**src/rtl/systolic_feed_ctrl.sv**
```systemverilog
// Feed sequencer for the systolic array: snapshots matrix A on start, streams it in
// diagonally skewed (row i lags i cycles), then idles the inputs for a drain window.
module systolic_feed_ctrl #(
    parameter int DATA_WIDTH   = 8,
    parameter int ARRAY_W      = 4,
    parameter int ARRAY_L      = 4,
    parameter int DRAIN_CYCLES = 4
) (
    input  logic                                            clk,
    input  logic                                            reset,
    input  logic                                            start,
    input  logic [0:ARRAY_W-1][0:ARRAY_L-1][DATA_WIDTH-1:0] data_rom,
    output logic [0:ARRAY_W-1][DATA_WIDTH-1:0]              row_data,
    output logic [0:ARRAY_W-1]                              row_valid,
    output logic                                            busy,
    output logic                                            done
);

    localparam int STEP_W = $clog2(ARRAY_W + ARRAY_L);
    localparam int CNT_W  = (DRAIN_CYCLES > 0) ? $clog2(DRAIN_CYCLES + 1) : 1;
    localparam int ROW_IW = (ARRAY_W > 1) ? $clog2(ARRAY_W) : 1;
    localparam int COL_IW = (ARRAY_L > 1) ? $clog2(ARRAY_L) : 1;

    localparam logic [STEP_W-1:0] STEP_LAST = STEP_W'(ARRAY_W + ARRAY_L - 2);
    localparam logic [CNT_W-1:0]  CNT_LAST  = CNT_W'((DRAIN_CYCLES > 0) ? DRAIN_CYCLES - 1 : 0);

    typedef enum logic [1:0] {
        IDLE,
        FEED,
        DRAIN
    } state_t;

    state_t                                          state;
    logic [STEP_W-1:0]                               step;
    logic [CNT_W-1:0]                                cnt;
    logic [0:ARRAY_W-1][0:ARRAY_L-1][DATA_WIDTH-1:0] snapshot;

    always_ff @(posedge clk or posedge reset) begin
        if (reset) begin
            state     <= IDLE;
            step      <= '0;
            cnt       <= '0;
            // NOTE: the matrix copy is cleared as well, so an aborted run leaves no
            // stale operands behind that a later partial feed could expose.
            snapshot  <= '0;
            row_data  <= '0;
            row_valid <= '0;
            busy      <= 1'b0;
            done      <= 1'b0;
        end else begin
            done <= 1'b0;
            case (state)
                IDLE: begin
                    row_data  <= '0;
                    row_valid <= '0;
                    if (start) begin
                        snapshot <= data_rom;
                        step     <= '0;
                        busy     <= 1'b1;
                        state    <= FEED;
                    end
                end

                FEED: begin
                    // Row i carries column k = step - i while that column exists.
                    for (int i = 0; i < ARRAY_W; i++) begin
                        // NOTE: all assignments here are non-blocking, so the column hit
                        // below simply overrides this default clear on the same edge.
                        row_data[ROW_IW'(i)]  <= '0;
                        row_valid[ROW_IW'(i)] <= 1'b0;
                        for (int j = 0; j < ARRAY_L; j++) begin
                            if (step == STEP_W'(i + j)) begin
                                row_data[ROW_IW'(i)]  <= snapshot[ROW_IW'(i)][COL_IW'(j)];
                                row_valid[ROW_IW'(i)] <= 1'b1;
                            end
                        end
                    end
                    step <= step + 1'b1;
                    if (step == STEP_LAST) begin
                        if (DRAIN_CYCLES == 0) begin
                            done  <= 1'b1;
                            busy  <= 1'b0;
                            state <= IDLE;
                        end else begin
                            cnt   <= '0;
                            state <= DRAIN;
                        end
                    end
                end

                DRAIN: begin
                    row_data  <= '0;
                    row_valid <= '0;
                    cnt       <= cnt + 1'b1;
                    if (cnt == CNT_LAST) begin
                        done  <= 1'b1;
                        busy  <= 1'b0;
                        state <= IDLE;
                    end
                end

                default: state <= IDLE;
            endcase
        end
    end

endmodule
```
**config.mk**
```make
export PLATFORM = sky130hd
export DESIGN_NAME = systolic_feed_ctrl
export DESIGN_NICKNAME = d
export VERILOG_FILES = /design/src/rtl/systolic_feed_ctrl.sv
export SDC_FILE = /design/constraint.sdc
export NUM_CORES = 1
export LEC_CHECK = 0
export CAP_MARGIN = 20
export CORE_UTILIZATION = 29
export CTS_CLUSTER_SIZE = 25
export DETAILED_ROUTE_END_ITERATION = 16
export PLACE_DENSITY = 0.66
export SLEW_MARGIN = 20
export SYNTH_ARGS = -nofsm -noshare
export SYNTH_HDL_FRONTEND = slang
export SYNTH_SLANG_ARGS = --single-unit
```
**constraint.sdc**
```tcl
create_clock -name clk -period 2.58 [get_ports clk]
set_clock_uncertainty 0.1 [all_clocks]
set_input_delay 0.774 -clock clk [delete_from_list [all_inputs] [get_ports clk]]
set_output_delay 0.774 -clock clk [all_outputs]
set_load 0.01 [all_outputs]
```
Word level (Yosys, flattened, before mapping)
Cells that the tools add are included.

word-level totals
  latch bits = 0
  input port bits = 131
  bits in writable memories = 0
  memories kept = 0
  register bits after elaboration = 60
  output and inout bits = 38
  bits in read-only memories = 0

cells by class
  equality and inequality tests = 11
  muxes and demuxes = 31
  $lt $le $gt $ge = 0
  reductions and logical operators = 12
  divide/modulo/power cells = 0
  $mul = 0
  add/sub/neg operators = 2
  bitwise gates (word level) = 0
  shifts and indexed selects = 0

operators with widths
  cell                 number
  $mux 8               8
  $pmux 16 s2          1
  $mux 1               12
  $pmux 3 s2           2
  $eq 3x2->1 const B   3
  $reduce_bool 2->1    4
  $add 3x1->3 const B  2
  $eq 3x3->1 const B   2
  $mux 2               3
  $mux 3               2
  $ne 2x2->1 const B   3
  $pmux 2 s3           1
  $reduce_and 2->1     3
  $reduce_and 3->1     2
  $pmux 2 s2           1
  $eq 3x1->1 const B   1
  $logic_not 3->1      1
  $eq 2x1->1 const B   1
  $eq 2x2->1 const B   1
  $logic_not 2->1      1
  $pmux 1 s2           1
  $reduce_or 2->1      1

Longest topological paths before layout
Gate-level depths: netlist (run 1).

  word-level depth = 6
  mapped depth = 6
  mapped depth without buffers = 5

Least setup slack after synthesis (run 1)
Ideal clock, no wire load.

  kind = in2reg
  start = input start
  end = register snapshot[112] (netlist bit)
  path slack = 0.771 ns
  arrival = 1.584 ns
  library setup time = 0.125 ns
  required time = 2.355 ns
  stages = 3
  path through = nor3b_4 > buf_6 > mux2_2

between the ends
  cells in the longest elaborated chain, start to end = 1

ends and longest elaborated chain
  item                               RTL line  text
  start, declared                    11        input logic start,
  $reduce_and 2->1 (no source line)  n/a
  end signal, assigned               57        snapshot <= data_rom;
  end, declared                      36        logic [0:ARRAY_W-1][0:ARRAY_L-1][DATA_WIDTH-1:0] snapshot;

Every way passes these cells.
A chain may end at the register's enable or synchronous reset.

Final worst setup path (run 1)
  start = register step[1]
  end = register row_data[21] (netlist bit)

between the ends
  cells in the longest elaborated chain, start to end = 6
  elaborated cells between the ends (all ways) = 7
  classes of those cells = 2 x eq/ne; 5 x mux

ends and longest elaborated chain
  item                           RTL line  text
  start, declared                34        logic [STEP_W-1:0] step;
  start signal, assigned         78        step <= step + 1'b1;
  $eq 3x1->1                     72        if (step == STEP_W'(i + j)) begin
  $mux 8                         72
  $mux 8 (*) (3 in a row)        72
  $pmux 16 s2 (*)                52        case (state)
  end signal, assigned by index  73        row_data[ROW_IW'(i)] <= snapshot[ROW_IW'(i)][COL_IW'(j)];
  end, declared                  13        output logic [0:ARRAY_W-1][DATA_WIDTH-1:0] row_data,

Mark *: on every way between the ends. The rest lies on a longest branch, timed or not. The select of a mux whose other input is x is not followed.

==> impl_metrics.py, run 1 <==
metrics = {
    "layout": {
        "area_growth_pct": 29.92,
        "diodes": 0,
        "drive_gt1_share_pct": 18.51,
        "fin_cells": 392,
        "fin_area_um2": 3553,
        "nets": 414,
    },
    "critical_path": {
        "end_kind": "flip-flop",
        "max_stage_delay_ps": 590,
        "start_kind": "flip-flop",
        "required_ps": 2730,
        "cp_max_fo": 12,
        "worstPathArrival_ps": 2290,
        "crit_slowest_cell": "nor2b_1",
        "cp_num_cells": 5,
        "critPathKind": "reg2reg",
        "cpLargestDelayFamily": "simple AND/OR/NAND/NOR gates",
        "r2r_cells": 5,
        "cp_cell_sequence": "inv_1 > ha_1 > nor2b_1 > a221oi_1 > nor3_1",
        "crit_buf_inv": 1,
    },
    "die": {
        "die_x_um": 99.12,
        "die_area_um2": 9824,
        "die_height_um": 99.12,
        "coreArea_um2": 9196,
        "start_util_pct": 29.74,
        "num_rows": 35,
        "pin_count": 169,
    },
    "grt": {
        "grt_pass1_vias": 1898,
        "gr-usage-met2_pct": 19.63,
        "grt_use_met3_pct": 4.919,
        "antenna_found_initial": 0,
        "grt_max_degree": 25,
        "groute.usage.overall_pct": 12.18,
        "top_usage_layer": "met2",
        "grt_pass1_wl_um": 9280,
        "overflow": 0,
        "use_met1_pct": 15.33,
    },
    "yosys": {
        "seq_area_frac_synth_pct": 54.89,
        "synth-seq-cells": 60,
        "syn_area_um2": 2735,
        "synthDistinctLibCells": 31,
        "syn-instance-count": 220,
        "syn_area_per_cell_um2": 12.43,
        "ys_warn_count": 0,
    },
    "detailed_routing": {
        "drcViolationCount": 0,
        "drt_iter0_drc": 52,
        "vias": 1828,
        "first_pass_iters": 5,
        "wl_per_cell_um": 13.90,
        "wirelength_um": 5448,
        "ant_nets": 0,
        "vias_per_cell": 4.663,
    },
    "place": {
        "place.gp.congestion": 0.6867,
        "dpl.cell_count": 376,
        "placed_cell_area_um2": 3336,
        "dp_hpwl_um": 3686,
        "io_buffers": 54,
    },
    "status": {
        "status": "completed",
    },
    "clock_network": {
        "ctsHoldBuffers": 0,
        "clockRootBuffer": "clkbuf_8",
        "cts.clk_slew.worst_paths_ps": 70,
        "clk_latency_ps": 330,
        "cts_tree": "yes",
        "cts_setup_buffers": 0,
        "cts.sinks": 60,
        "clockBufferDepth": 2,
        "cts-resized-gates": 0,
        "htreeDepth": 3,
        "numCtsBuffers": 9,
    },
    "timing": {
        "setup_violations": 0,
        "finalHoldViolCount": 0,
        "totalNegativeSetupSlack_ps": 0,
        "period_share_pct": 83.00,
        "rsz0062_at_grt": "no",
        "slew_violations": 0,
        "period_needed_ps": 2141,
        "max_slew_margin_pct": 53.39,
        "timing_worst_slew_pin_value_ps": 697.7,
        "clock.fmax_mhz": 467.0,
    },
    "power": {
        "p_leak_nw": 1.533,
        "vdd_ir_drop_max_mv": 0.4616,
        "powerDensity_nw_per_um2": 1117,
    },
    "min_path": {
        "hp-class": "reg2reg",
        "hold_depth": 1,
    },
    "job": {
        "maxCapViolCount": 0,
    },
}
==> synth_stat cells (all sizes together) <==
library cell	number	share of area, %
a31oi	1	0.23
and3	1	0.23
conb	1	0.14
o21bai	1	0.27
nand3	4	0.73
mux2i	1	0.37
xnor2	1	0.32
inv	7	0.96
clkbuf	4	0.55
mux2	32	13
nor3	17	3.1
nor2	3	0.41
nand2b	1	0.23
ha	7	3.2
or3	1	0.23
o211ai	1	0.27
buf	28	7.7
a221oi	16	5.1
nand2	4	0.55
or4b	1	0.37
a211oi	1	0.27
nor2b	20	4.6
dfrtp	60	55
o21ai	3	0.55
a21o	2	0.55
nor3b	1	0.69
a22o	1	0.32
==> metal layers <==
metal | part of all wire (%) | vias to the layer above | wire, um
li1 | - | 849 | -
met1 | 46 | 902 | 2504
met2 | 47 | 72 | 2557
met3 | 6.3 | 5 | 345
met4 | 0.73 | 0 | 40
met5 | 0 | - | 0
==> metrics by stage <==
stage / hold WS, ps / setup WS (ps) / utilization, % / total power, mW
CTS: 407.8 / 426.8 / 38.64 / 4.033
global route: 416.8 / 280.3 / 38.64 / 4.251
finish: 399.2 / 438.7 / 38.64 / 3.968
global placement: 360.8 / 262.7 / 36.27 / 3.008
detailed placement: 391.4 / 238.7 / 36.27 / 3.066
floorplan: 358.1 / 221.3 / - / 2.611
==> final cells by class <==
class / instances / area [um2]
inverter: 7 / 26.28
sequential: 60 / 1501
clock buffer: 12 / 145.1
timing repair buffer: 60 / 623.1
tap: 111 / 138.9
fill: 901 / 5643
multi-input combinational: 138 / 1046
clock inverter: 4 / 72.57
==> kinds of logic after synthesis <==
kind of cell | synth area share (%)
compound gates | 7.594
xor+xnor | 0.3203
fa+ha+maj | 3.202
buf+inv | 9.195
flops | 54.89
mux | 13.54
other cells | 0.1371
simple gates | 11.12
==> final timing paths <==
| kind | start | end | slack (ps) |
|---|---|---|---|
| worst max-delay path | step[1] | row_data[21] | 440 |
| worst min-delay path | busy | busy | 400 |
| worst max register to register | step[1] | row_data[21] | 440 |
| worst min register to register | busy | busy | 400 |
| max in group asynchronous | reset | row_data[29] | 1230 |
| min in group asynchronous | reset | state[0] | 670 |
==> placed cells by master, fill, tap and decap left out, drive strengths merged <==
cell            n
nand2b          1
mux2i           1
nand3           4
o211ai          1
nor3           17
mux2           32
nand2           4
xnor2           1
clkinv          1
ha              7
or4b            1
or3             1
clkinvlp        1
o21bai          1
a31oi           1
nor3b           1
dfrtp          60
inv             7
o21ai           3
and3            1
a22o            1
nor2            3
bufinv          2
a211oi          1
nor2b          20
a221oi         16
clkbuf         12
conb           18
clkdlybuf4s50  54
a21o            2
buf             6
==> flip-flops by register name (all words and copies together) (netlist names) <==
name / cells
row_valid: 2
done: 1
state: 2
row_data: 16
step: 3
cnt: 3
snapshot: 32
busy: 1
==> report_power, final <==
group	leakage, nW	internal [mW]	switching, mW
registers	0.744	1.34	0.254
clock network	0.107	0.570	0.373
logic	0.683	0.782	0.645
total	1.53	2.70	1.27
Note: power is estimated with default switching activity, not from simulation.
==> run 2, diff against run 1 <==
==> constraint.sdc (replaced) <==
create_clock -name clk -period 2.1 [get_ports clk]
set_clock_uncertainty 0.1 [all_clocks]
set_input_delay 0.63 -clock clk [delete_from_list [all_inputs] [get_ports clk]]
set_output_delay 0.63 -clock clk [all_outputs]
set_load 0.01 [all_outputs]
==> impl_metrics.py, run 2 (synthesis gave the netlist of run 1 again) <==
metrics = {
    "status": {
        "status": "finished with violations",
        "violations": "design-rule violations",
    },
    "clock_network": {
        "cts.clk_slew.worst_paths_ps": 70,
        "ctsHoldBuffers": 0,
        "cts-resized-gates": 0,
        "cts.sinks": 60,
        "clk_latency_ps": 330,
        "clockBufferDepth": 2,
        "htreeDepth": 3,
        "clockRootBuffer": "clkbuf_8",
        "cts_setup_buffers": 0,
        "numCtsBuffers": 9,
        "cts_tree": "yes",
    },
    "layout": {
        "largest_reg_flops": 32,
        "diodes": 0,
        "nets": 417,
        "largestRegisters": "snapshot (32), row_data (16)",
        "top_register": "snapshot",
        "drive_gt1_share_pct": 20.77,
        "final_cell_mix": "dfrtp_1 (60), clkdlybuf4s50_1 (54), mux2_2 (30)",
        "fillCellCount": 885,
        "area_growth_pct": 30.24,
        "final_common_cell": "dfrtp_1",
    },
    "power": {
        "vdd_ir_drop_max_mv": 0.5196,
        "finalPower_mw": 4.927,
        "powerDensity_nw_per_um2": 1383,
        "p_leak_nw": 1.548,
    },
    "die": {
        "die_x_um": 99.12,
        "start_util_pct": 29.74,
        "die_height_um": 99.12,
        "coreArea_um2": 9196,
        "num_rows": 35,
        "pin_count": 169,
        "die_area_um2": 9824,
    },
    "timing": {
        "period_needed_ps": 1985,
        "hold_ws_ps": 380.6,
        "totalNegativeSetupSlack_ps": 0,
        "rsz0062_at_grt": "no",
        "clock.fmax_mhz": 503.9,
        "period_share_pct": 94.50,
        "slew_violations": 0,
        "max_slew_margin_pct": 45.21,
        "timing_worst_slew_pin_value_ps": 821.8,
        "finalHoldViolCount": 0,
        "setup_violations": 0,
    },
    "grt": {
        "antenna_found_initial": 0,
        "groute.usage.overall_pct": 12.69,
        "overflow": 0,
        "grt_max_degree": 61,
        "grt_pass1_wl_um": 9404,
        "grt_pass1_vias": 1884,
    },
    "critical_path": {
        "r2r-start": "step[1]",
        "critPathKind": "reg2out",
        "end_kind": "primary output",
        "reg2reg_to": "row_data[20]",
        "required_ps": 1370,
        "crit_slowest_cell": "clkdlybuf4s50_1",
        "worstPathArrival_ps": 1250,
        "cp_cell_sequence": "clkdlybuf4s50_1",
        "max_stage_delay_ps": 560,
        "start_kind": "flip-flop",
        "cp_max_fo": 2,
        "r2r_setup_slack_ps": 300,
        "crit_buf_inv": 1,
        "r2r_cells": 5,
        "cpLargestDelayFamily": "buffers and inverters",
    },
    "min_path": {
        "min_from": "busy",
        "hp-class": "reg2reg",
        "holdPathEnd": "busy",
        "hold_depth": 1,
    },
    "detailed_routing": {
        "drcViolationCount": 2,
        "vias": 1820,
        "wirelength_um": 5624,
        "first_pass_iters": 10,
        "ant_nets": 0,
        "vias_per_cell": 4.608,
        "wl_per_cell_um": 14.24,
        "drt_iter0_drc": 105,
    },
    "place": {
        "place.gp.congestion": 0.6794,
        "dp_hpwl_um": 3836,
        "io_buffers": 54,
    },
    "job": {
        "maxCapViolCount": 0,
    },
}
-- run 2: cell types whose count changed in the layout (fill, tap and decap cells not counted) --
cell / previous run / this run
buf_12: 3 / 1
buf_4: 3 / 8
clkbuf_1: 2 / 1
clkinv_2: 1 / 3
inv_2: 1 / 0
nor2b_1: 20 / 18
nor2b_2: 0 / 2
o21ai_1: 1 / 0
o21ai_2: 0 / 1
-- run 2: power breakdown --
group          switching (mW)  leakage, nW  internal (mW)
Sequential              0.304        0.744           1.65
Combinational           0.835        0.691          0.983
Clock                   0.457        0.113          0.695
-- run 2: how the worst max path moves through the flow --
| stage | start | endpoint | slack (ps) | cells after the start |
|---|---|---|---|---|
| finish | row_data[29] | row_data[29] | 120 | 1 |
| global route | row_data[29] | row_data[29] | 30 | 1 |
| CTS | step[1] | row_data[20] | 60 | 5 |
| detailed placement | start | snapshot[118] | -140 | 4 |
| global placement | start | snapshot[126] | -130 | 4 |
| floorplan | start | snapshot[112] | 430 | 3 |
-- run 2: area by class of cell --
class	count	area [um2]	area share (%)
sequential	60	1501	42.15
multi-input combinational	138	1055	29.61
timing repair buffer	63	620.6	17.42
clock buffer	11	141.4	3.969
tap	111	138.9	3.899
clock inverter	5	75.07	2.107
inverter	7	30.03	0.8430
-- run 2: layer usage --
| metal | routed length [um] | up-vias | share of wire, % | GRT usage [%] |
|---|---|---|---|---|
| met5 | 0 | - | 0 | 0 |
| li1 | - | 858 | - | - |
| met2 | 2548 | 62 | 45 | 19.20 |
| met1 | 2622 | 893 | 47 | 16.16 |
| met4 | 93 | 0 | 1.7 | 6.448 |
| met3 | 361 | 7 | 6.4 | 4.357 |
-- run 2: metrics by stage --
stage          std cells  cell area [um2]  worst slack, ps  util, %
6_report             395             3562            115.4    38.73
3_5_place_dp         379             3341           -135.2    36.33
5_1_grt              395             3562            28.41    38.73
2_1_floorplan        237             2803            434.8        -
3_3_place_gp         379             3341           -130.1    36.33
4_1_cts              395             3557            64.54    38.68
==> run 3, diff against run 2 <==
--- a/config.mk
+++ b/config.mk
@@ -10,6 +10,7 @@
 export CTS_CLUSTER_SIZE = 25
 export DETAILED_ROUTE_END_ITERATION = 16
 export PLACE_DENSITY = 0.66
+export RECOVER_POWER = 50
 export SLEW_MARGIN = 20
 export SYNTH_ARGS = -nofsm -noshare
 export SYNTH_HDL_FRONTEND = slang
==> impl_metrics.py, run 3 (synthesis gave the netlist of run 1 again) <==
metrics = {
    "die": {
        "die_x_um": 99.12,
        "die_height_um": 99.12,
        "pin_count": 169,
        "die_area_um2": 9824,
        "coreArea_um2": 9196,
        "num_rows": 35,
        "start_util_pct": 29.74,
    },
    "detailed_routing": {
        "wl_per_cell_um": 14.23,
        "drt_iter0_drc": 90,
        "vias": 1818,
        "ant_nets": 0,
        "vias_per_cell": 4.603,
        "first_pass_iters": 10,
        "drcViolationCount": 2,
        "wirelength_um": 5619,
    },
    "layout": {
        "top_register": "snapshot",
        "area_growth_pct": 29.64,
        "diodes": 0,
        "final_cell_mix": "dfrtp_1 (60), clkdlybuf4s50_1 (52), mux2_2 (30)",
        "final_common_cell": "dfrtp_1",
        "nets": 417,
        "largestRegisters": "snapshot (32), row_data (16)",
        "drive_gt1_share_pct": 20.42,
        "largest_reg_flops": 32,
    },
    "power": {
        "p_leak_nw": 1.539,
        "powerDensity_nw_per_um2": 1386,
        "vdd_ir_drop_max_mv": 0.5194,
    },
    "grt": {
        "overflow": 0,
        "grt_pass1_vias": 1884,
        "antenna_found_initial": 0,
        "grt_pass1_wl_um": 9404,
        "groute.usage.overall_pct": 12.69,
        "grt_max_degree": 61,
    },
    "timing": {
        "finalHoldViolCount": 0,
        "rsz0062_at_grt": "no",
        "slew_violations": 0,
        "finalWorstSetupSlack_ps": 115.6,
        "max_slew_margin_pct": 44.81,
        "setup_violations": 0,
        "timing_worst_slew_pin_value_ps": 827.9,
        "period_share_pct": 94.50,
        "clock.fmax_mhz": 503.9,
        "totalNegativeSetupSlack_ps": 0,
        "hold_ws_ps": 380.6,
        "period_needed_ps": 1984,
    },
    "place": {
        "place.gp.congestion": 0.6794,
        "dp_hpwl_um": 3836,
        "io_buffers": 54,
        "place_ws_ps": -135.2,
    },
    "clock_network": {
        "cts.clk_slew.worst_paths_ps": 70,
        "cts.sinks": 60,
        "ctsHoldBuffers": 0,
        "numCtsBuffers": 9,
        "clk_latency_ps": 330,
        "cts_tree": "yes",
        "clockBufferDepth": 2,
        "clockRootBuffer": "clkbuf_8",
        "htreeDepth": 3,
    },
    "status": {
        "status": "finished with violations",
        "violations": "design-rule violations",
    },
    "critical_path": {
        "cp_max_fo": 2,
        "cp_cell_sequence": "clkdlybuf4s50_1",
        "max_stage_delay_ps": 560,
        "start_kind": "flip-flop",
        "crit_buf_inv": 1,
        "required_ps": 1370,
        "worstPathArrival_ps": 1250,
        "crit_slowest_cell": "clkdlybuf4s50_1",
        "critPathKind": "reg2out",
        "cpLargestDelayFamily": "buffers and inverters",
        "end_kind": "primary output",
        "r2r_setup_slack_ps": 270,
    },
    "min_path": {
        "hp-class": "reg2reg",
    },
    "job": {
        "maxCapViolCount": 0,
    },
}
## run 3: routing by layer
layer	vias up	GRT usage (%)	share of wire [%]
met1	896	16.16	47
li1	856	-	-
met3	7	4.357	6.2
met2	59	19.20	45
met4	0	6.448	1.7
met5	-	0	0
## run 3: worst paths after layout
kind,from,endpoint,depth (start not counted)
min,busy,busy,1
min in group asynchronous,reset,snapshot[113],3
max in group asynchronous,reset,snapshot[83],3
max,row_data[29],row_data[29],1
max reg2reg,state[1],cnt[2],4
min reg2reg,busy,busy,1
## run 3: what timing repair did
action | CTS | global route
endpoints found under the setup margin | 0 | 14
resized for setup | 0 | 2
buffers inserted | 0 | 0
endpoints found under the hold margin | 0 | 0
## run 3: through the flow
step | power, mW | std cells | area [um2] | utilization (%)
floorplan | 3.208 | 237 | 2803 | -
global route | 5.301 | 395 | 3546 | 38.56
detailed placement | 3.815 | 379 | 3341 | 36.33
CTS | 4.986 | 395 | 3557 | 38.68
finish | 4.916 | 395 | 3546 | 38.56
global placement | 3.734 | 379 | 3341 | 36.33
## run 3: power by group
group,switching (mW),internal [mW],leakage [nW]
clock,0.457,0.695,0.113
sequential,0.303,1.65,0.744
combinational,0.833,0.975,0.682
## run 3: layout make-up
cell class / count / area [um2]
sequential: 60 / 1501
timing repair buffer: 63 / 604.3
clock inverter: 5 / 75.07
inverter: 7 / 30.03
multi-input combinational: 138 / 1055
clock buffer: 11 / 141.4
tap: 111 / 138.9
fill: 886 / 5650
